File: config.mk
export PLATFORM = sky130hd
export DESIGN_NAME = lsu_wb
export DESIGN_NICKNAME = d
export VERILOG_FILES = /design/src/rtl/lsu_wb.sv
export SDC_FILE = /design/constraint.sdc
export NUM_CORES = 1
export LEC_CHECK = 0
export BUFFER_PORTS_ARGS = -buffer_cell sky130_fd_sc_hd__clkbuf_2
export CAP_MARGIN = 10
export CELL_PAD_IN_SITES_DETAIL_PLACEMENT = 0
export CELL_PAD_IN_SITES_GLOBAL_PLACEMENT = 2
export CORE_UTILIZATION = 31
export DETAILED_ROUTE_END_ITERATION = 8
export GPL_TIMING_DRIVEN = 0
export PLACE_DENSITY_LB_ADDON = 0.1
export SLEW_MARGIN = 20
export SYNTH_ARGS = -nofsm -noshare
export SYNTH_HDL_FRONTEND = slang
export SYNTH_SLANG_ARGS = --single-unit
File: constraint.sdc
create_clock -name clk -period 5.1 [get_ports clk]
set_input_delay 0 -clock clk [delete_from_list [all_inputs] [get_ports clk]]
set_output_delay 0 -clock clk [all_outputs]
set_load 0.01 [all_outputs]
File: src/rtl/lsu_wb.sv
// lsu_wb: single-outstanding RV32I load/store unit with a registered regfile writeback port.
// Define LSU_MISALIGN_TRAP_EN to reject misaligned accesses with err instead of masking low address bits.
module lsu_wb #(
  parameter int TIMEOUT_CYCLES = 255
) (
  input  logic        clk,
  input  logic        reset,
  input  logic        req_valid,
  output logic        req_ready,
  input  logic        req_we,
  input  logic [2:0]  req_funct3,
  input  logic [31:0] req_addr,
  input  logic [31:0] req_wdata,
  input  logic [4:0]  req_rd,
  output logic        mem_valid,
  input  logic        mem_ready,
  output logic [31:0] mem_addr,
  output logic        mem_we,
  output logic [3:0]  mem_wstrb,
  output logic [31:0] mem_wdata,
  input  logic [31:0] mem_rdata,
  output logic        wb_we,
  output logic [4:0]  wb_rd,
  output logic [31:0] wb_data,
  output logic        busy,
  output logic        err,
  output logic [1:0]  dbg_state   // 0 IDLE, 1 BUS, 2 WB
);
  // Handshakes: a transfer occurs on a rising edge where valid and ready are both high;
  // mem_valid and its addr/we/wstrb/wdata hold steady from assertion until that edge.
  localparam int CW = (TIMEOUT_CYCLES > 0) ? $clog2(TIMEOUT_CYCLES + 1) : 1;
  localparam logic [CW-1:0] CNT_LAST = (TIMEOUT_CYCLES > 0) ? CW'(TIMEOUT_CYCLES - 1) : '0;

  typedef enum logic [1:0] {
    IDLE = 2'd0,
    BUS  = 2'd1,
    WB   = 2'd2
  } state_t;

  state_t        state_q, state_d;
  logic [29:0]   waddr_q, waddr_d;
  logic [1:0]    off_q, off_d;
  logic [2:0]    funct3_q, funct3_d;
  logic [4:0]    rd_q, rd_d;
  logic          we_q, we_d;
  logic [3:0]    wstrb_q, wstrb_d;
  logic [31:0]   wdata_q, wdata_d;
  logic [CW-1:0] cnt_q, cnt_d;
  logic          err_q, err_d;
  logic          wb_we_q, wb_we_d;
  logic [31:0]   wb_data_q, wb_data_d;

  logic          req_illegal;
  logic          req_reject;
  logic [1:0]    req_off;
  logic [31:0]   rdata_sh;
  logic [31:0]   load_val;

  // Request decode: legality and the effective byte offset inside the word.
  always_comb begin
    req_illegal = req_we ? (req_funct3[2] | (req_funct3[1:0] == 2'b11))
                         : ((req_funct3[1:0] == 2'b11) | (req_funct3[2] & req_funct3[1]));
`ifdef LSU_MISALIGN_TRAP_EN
    req_reject = req_illegal
               | ((req_funct3[1:0] == 2'b01) & req_addr[0])
               | ((req_funct3[1:0] == 2'b10) & (req_addr[1:0] != 2'b00));
`else
    req_reject = req_illegal;
`endif
    case (req_funct3[1:0])
      2'b00:   req_off = req_addr[1:0];
      2'b01:   req_off = {req_addr[1], 1'b0};
      default: req_off = 2'b00;
    endcase
  end

  always_comb begin
    rdata_sh = mem_rdata >> {off_q, 3'b000};
    case (funct3_q)
      3'b000:  load_val = {{24{rdata_sh[7]}}, rdata_sh[7:0]};
      3'b001:  load_val = {{16{rdata_sh[15]}}, rdata_sh[15:0]};
      3'b100:  load_val = {24'h0, rdata_sh[7:0]};
      3'b101:  load_val = {16'h0, rdata_sh[15:0]};
      default: load_val = rdata_sh;
    endcase
  end

  always_comb begin
    state_d   = state_q;
    waddr_d   = waddr_q;
    off_d     = off_q;
    funct3_d  = funct3_q;
    rd_d      = rd_q;
    we_d      = we_q;
    wstrb_d   = wstrb_q;
    wdata_d   = wdata_q;
    cnt_d     = cnt_q;
    err_d     = 1'b0;
    wb_we_d   = 1'b0;
    wb_data_d = wb_data_q;
    case (state_q)
      IDLE: begin
        if (req_valid) begin
          waddr_d  = req_addr[31:2];
          off_d    = req_off;
          funct3_d = req_funct3;
          rd_d     = req_rd;
          we_d     = req_we;
          wstrb_d  = 4'b0000;
          wdata_d  = 32'h0;
          if (req_we) begin
            case (req_funct3[1:0])
              2'b00: begin
                wstrb_d = 4'b0001 << req_off;
                wdata_d = {4{req_wdata[7:0]}};
              end
              2'b01: begin
                wstrb_d = req_off[1] ? 4'b1100 : 4'b0011;
                wdata_d = {2{req_wdata[15:0]}};
              end
              default: begin
                wstrb_d = 4'b1111;
                wdata_d = req_wdata;
              end
            endcase
          end
          if (req_reject) begin
            err_d = 1'b1;
          end else begin
            state_d = BUS;
            cnt_d   = '0;
          end
        end
      end
      BUS: begin
        // A completion in the limit cycle beats the timeout.
        if (mem_ready) begin
          if (we_q) begin
            state_d = IDLE;
          end else begin
            state_d   = WB;
            wb_data_d = load_val;
            wb_we_d   = (rd_q != 5'd0);
          end
        end else if ((TIMEOUT_CYCLES != 0) && (cnt_q == CNT_LAST)) begin
          state_d = IDLE;
          err_d   = 1'b1;
        end else begin
          cnt_d = cnt_q + 1'b1;
        end
      end
      WB: begin
        state_d = IDLE;
      end
      default: begin
        state_d = IDLE;
      end
    endcase
  end

  always_ff @(posedge clk or posedge reset) begin
    if (reset) begin
      state_q   <= IDLE;
      waddr_q   <= '0;
      off_q     <= '0;
      funct3_q  <= '0;
      rd_q      <= '0;
      we_q      <= 1'b0;
      wstrb_q   <= '0;
      wdata_q   <= '0;
      cnt_q     <= '0;
      err_q     <= 1'b0;
      wb_we_q   <= 1'b0;
      wb_data_q <= '0;
    end else begin
      state_q   <= state_d;
      waddr_q   <= waddr_d;
      off_q     <= off_d;
      funct3_q  <= funct3_d;
      rd_q      <= rd_d;
      we_q      <= we_d;
      wstrb_q   <= wstrb_d;
      wdata_q   <= wdata_d;
      cnt_q     <= cnt_d;
      err_q     <= err_d;
      wb_we_q   <= wb_we_d;
      wb_data_q <= wb_data_d;
    end
  end

  assign req_ready = (state_q == IDLE);
  assign mem_valid = (state_q == BUS);
  assign mem_addr  = {waddr_q, 2'b00};
  assign mem_we    = mem_valid & we_q;
  assign mem_wstrb = wstrb_q;
  assign mem_wdata = wdata_q;
  assign wb_we     = wb_we_q;
  assign wb_rd     = rd_q;
  assign wb_data   = wb_data_q;
  assign busy      = (state_q != IDLE);
  assign err       = err_q;
  assign dbg_state = state_q;

endmodule

Yosys cells after proc, flatten, opt, wreduce, memory -nomap -nowiden. Index checks and enable logic that the tools add are counted.

Output and inout port bits: 113. Memory bits (writable): 0. Memory bits (read-only): 0. Memories kept: 0. Register bits: 121. Logic and storage cells: 69. Bits in latches: 0.

Shifts and indexed selects: 2. Multiply operators: 0. Div/mod/pow operators: 0. Multiplexer cells: 27. Bitwise operators: 5. $add $sub $neg: 1. Equality and inequality tests: 12. Magnitude comparators: 0. Reductions and logical operators: 10.

Operators by type and width (number): 32-bit case mux with 4 select lines (1); 32-bit case mux with 2 select lines (1); 32-bit two-way mux (1); 8-bit two-way mux (4); 32-bit by 5-bit right shift with 32-bit output (1); 8-bit case mux with 2 select lines (1); 2-bit two-way mux (5); 8-bit by 1-bit adder with 8-bit output (second input constant) (1); 8-bit == test (second input constant) (1); 1-bit two-way mux (8); 4-bit two-way mux (2); 2-bit inequality test (second input constant) (4); 2-bit case mux with 2 select lines (2); 4-bit case mux with 2 select lines (1); 3-bit == test (second input constant) (2); 3-bit AND reduction (2); 5-bit AND reduction (1); 5-bit nonzero test (1); 2-bit by 1-bit == test with 1-bit output (second input constant) (2); 2-bit zero test (2); 2-bit nonzero test (2); 1-bit by 2-bit left shift with 4-bit output (first input constant) (1); 3-bit by 1-bit == test with 1-bit output (second input constant) (1); 3-bit zero test (1); 7 further kinds (9).

Depth between registers and ports, before layout.
Depth after elaboration: 6. Depth in mapped cells: 7. Depth with buffers taken out: 6.

Least setup slack after synthesis. No wires, ideal clock.

Kind: flip-flop to flip-flop. From: register state_q[1], in the netlist dbg_state[1]. To: register wb_data_q[0], in the netlist wb_data[0]. Setup slack: 3.402 ns. Arrival time: 1.574 ns. Cell stages (with the launch flop): 7. Library setup time: 0.125 ns. Buffers on the path: 1. Cells stage by stage: dfrtp_1 -> nand2b_1 -> inv_1 -> nand3b_1 -> inv_2 -> buf_2 -> mux2_2.

Word-level cells in the longest chain between the ends: 2.

RTL lines: start, declared (line 40) `state_t state_q, state_d;`; start signal, assigned (line 176) `state_q <= state_d;`; 2-bit by 1-bit == test with 1-bit output; net mem_valid (line 15) `output logic mem_valid,`; 3-bit AND reduction (no line); end signal, assigned (line 187) `wb_data_q <= wb_data_d;`; end, declared (line 51) `logic [31:0] wb_data_q, wb_data_d;`.

The timed path passes the listed nets, and every way through them passes these cells. A chain may end at the register's enable or synchronous reset.

Final worst setup path.
From: register state_q[1], in the netlist dbg_state[1]. To: register waddr_q[13].

Word-level cells in the longest chain between the ends: 2.

RTL lines: 2-bit zero test (line 101) `case (state_q)`; 2-bit AND reduction (no line); end signal, assigned (line 177) `waddr_q <= waddr_d;`; end, declared (line 41) `logic [29:0] waddr_q, waddr_d;`.

Every way passes these cells.

==> flow_summary.ini <==
[run_status]
outcome = finished clean

[setup_path]
worstPathMaxFanout = 10
cp.required_ps = 5450
end_kind = register
worstPathCellList = nor2_1 -> nand2_1 -> clkbuf_1 -> clkbuf_1 -> nand2_1 -> nand2_1
crit_path_start_kind = register
cpPeakStageDelay_ps = 590
path_common_cell = nand2_1
crit_family = buffers and inverters
cpMaxStageDelayCell = clkbuf_1
arrival_ps = 2410
cp_num_buf_inv = 2
critPathKind = reg -> reg

[synthesis]
yosys.area.top_type = dfrtp_1
synth_top_area_frac = 0.533
synthCells = 596
async_reset_ff_frac = 1.00
ys.flop_type = dfrtp_1
yosysWarnings = 0
yosysSeqAreaShare = 0.533
synth_seq_cells = 121
ys_types = 43
yosys-top-cells-area = dfrtp_1, nand2_1, mux2i_1
mappedNetlistArea_um2 = 5680
synth_area_per_cell_um2 = 9.54
synth-edff-count = 0

[floorplanning]
io_pins = 222
die_w_um = 137
fp.coreArea_um2 = 18000
die-area_um2 = 18900
die_height_um = 137
placementRows = 49
initial_utilization = 0.316

[power_and_ir_drop]
p_leak_nw = 4.24
power_density_nw_per_um2 = 454
peakVddDrop_mv = 0.231
finalPower_mw = 3.85

[cts]
clk-insertion-delay-late_ps = 410
cts.sinks = 121
cts_tree = built
h-tree-depth = 4
clockRootBuffer = clkbuf_16
cts_setup_buffers = 0
cts_buffer_depth = 2
cts_buffers = 17
clkTransAtPathRegs_ps = 60

[sta]
rsz0062_at_grt = false
period_minus_slack_ps = 2070
fin_crit_sh = 0.405
worst_slew_pin_slew_ps = 716
maxSlewViolCount = 0
totalNegativeSetupSlack_ps = 0
hold_viol = 0
slew_headroom = 0.522
setup_violations = 0
finClkSkew_ps = 5.52
max_freq_mhz = 484

[placement]
placed_cells = 1045
globalplace.congestion = 0.810
dp_hpwl_um = 13600
port_buffers = 218

[route]
drtAntennaViolNets = 0
vias = 5441
drt_pass1_iterations = 4
drc = 0
wirelength_um = 18600
drt_iter0_markers = 157
routedWlPerCell_um = 16.1
drt-vias-per-instance = 4.71

[global_routing]
grt_overflow = 0
grt_pass1_wl_um = 28800
grt_util_all_layers = 0.202
first_global_vias = 5563
antenna_found_initial = 0
grt_max_degree = 66

[worst_hold_path]
hold_class = in -> reg

[cells_and_area]
num-fill-cells = 1770
multi_input_area_um2 = 2450
regArea_um2 = 3030
drive_above_1_share = 0.312
diodes = 0
final_cells = 1155
nNetsFinal = 1024
synthToLayoutAreaGrowth_pct = 49.3

[job]
cap_violations = 0
[final cells by class]
cell class                      count  share of cell area
Sequential cell                   121               0.357
Multi-Input combinational cell    429               0.289
Timing Repair Buffer              297               0.224
Clock buffer                       18              0.0506
Tap cell                          229              0.0338
Buffer                             40              0.0215
Clock inverter                     14              0.0205
Inverter                            7             0.00398
[Yosys cell counts (2+ instances only)]
library cell / count
nor2_1: 43
a21oi_1: 20
mux2i_1: 25
dfrtp_1: 121
o211ai_1: 2
inv_1: 6
o22a_1: 16
nand2_1: 164
and2_1: 17
buf_2: 8
a211oi_1: 7
nor3_1: 2
nand4_1: 2
nor2b_1: 24
o31ai_1: 19
nand2b_1: 6
or3_1: 2
nand3_1: 11
mux4_2: 2
buf_6: 2
o21ai_0: 22
a22o_1: 9
mux2_2: 17
o21ai_1: 2
buf_4: 2
ha_1: 2
clkbuf_1: 27
[flip-flops by register name, summed over array words and instances (netlist names)]
name       cells
off_q          2
mem_wdata     32
wb_we          1
dbg_state      2
err            1
waddr_q       30
we_q           1
funct3_q       3
wb_rd          5
wb_data       32
mem_wstrb      4
cnt_q          8
[power breakdown]
group	switching [mW]	internal [mW]	leakage, nW	total [mW]
clock	0.457	0.771	0.283	1.23
sequential	0.181	1.25	1.51	1.43
combinational	0.660	0.529	2.45	1.19
total	1.30	2.55	4.24	3.85
[layout by cell type (no fill, tap or decap), types with 19 or more instances in the layout]
| cell | instances |
|---|---|
| a21oi_1 | 20 |
| clkbuf_1 | 28 |
| clkbuf_2 | 218 |
| dfrtp_1 | 121 |
| dlygate4sd3_1 | 78 |
| mux2i_1 | 25 |
| nand2_1 | 164 |
| nor2_1 | 43 |
| nor2b_1 | 24 |
| o21ai_0 | 22 |
| o31ai_1 | 19 |
[worst paths after layout]
kind                                     from      endpoint  slack (ps)  cells past startpoint
worst max-delay path             dbg_state[1]   waddr_q[13]        3030                      6
worst min-delay path            mem_rdata[31]   wb_data[31]          30                      3
worst max register to register   dbg_state[1]   waddr_q[13]        3030                      6
worst min register to register   mem_wdata[0]  mem_wdata[0]         470                      2
max in group asynchronous               reset   funct3_q[2]        4250                      4
min in group asynchronous               reset    waddr_q[2]         190                      3
[worst min-delay path, stage by stage]
cell	delay [ps]
clkbuf_2	140
and2_1	140
o22a_1	120
[per-stage QoR]
| step | setup WS (ps) | cell area, um2 | hold WS (ps) | utilization |
|---|---|---|---|---|
| 5_1_grt | 2760 | 8480 | 27.9 | 0.472 |
| 2_1_floorplan | 1890 | 5690 | 105 | - |
| 6_report | 3030 | 8480 | 31.3 | 0.472 |
| 3_3_place_gp | 241 | 7060 | 192 | 0.393 |
| 3_5_place_dp | 2960 | 7100 | 86.6 | 0.395 |
| 4_1_cts | 2940 | 8480 | 14.9 | 0.472 |
[routing by layer]
layer / up-vias / global-route usage / wire, um
li1: 2651 / - / -
met3: 19 / 0.0592 / 1140
met1: 2595 / 0.252 / 8190
met5: - / 0 / 0
met4: 0 / 0.0653 / 283
met2: 176 / 0.334 / 8990
[repair_timing]
item                                   4_1_cts  5_1_grt
hold buffers                                78        0
endpoints found under the hold margin      145        0
gates resized for setup                      0        0
[kinds of logic (layout without fill, tap and decap cells)]
| kind of cell | Yosys count | in the layout | synth area share |
|---|---|---|---|
| buffers and inverters | 47 | 376 | 0.0368 |
| XOR/XNOR | 2 | 2 | 0.00308 |
| multiplexers | 44 | 44 | 0.0856 |
| AO/OA/AOI/OAI | 102 | 102 | 0.124 |
| AND/OR/NAND/NOR | 277 | 277 | 0.213 |
| adder cells (fa/ha/maj) | 2 | 2 | 0.00440 |
| other | 1 | 2 | 0.000660 |
| flip-flops | 121 | 121 | 0.533 |
(Power assumes the default switching activity.)
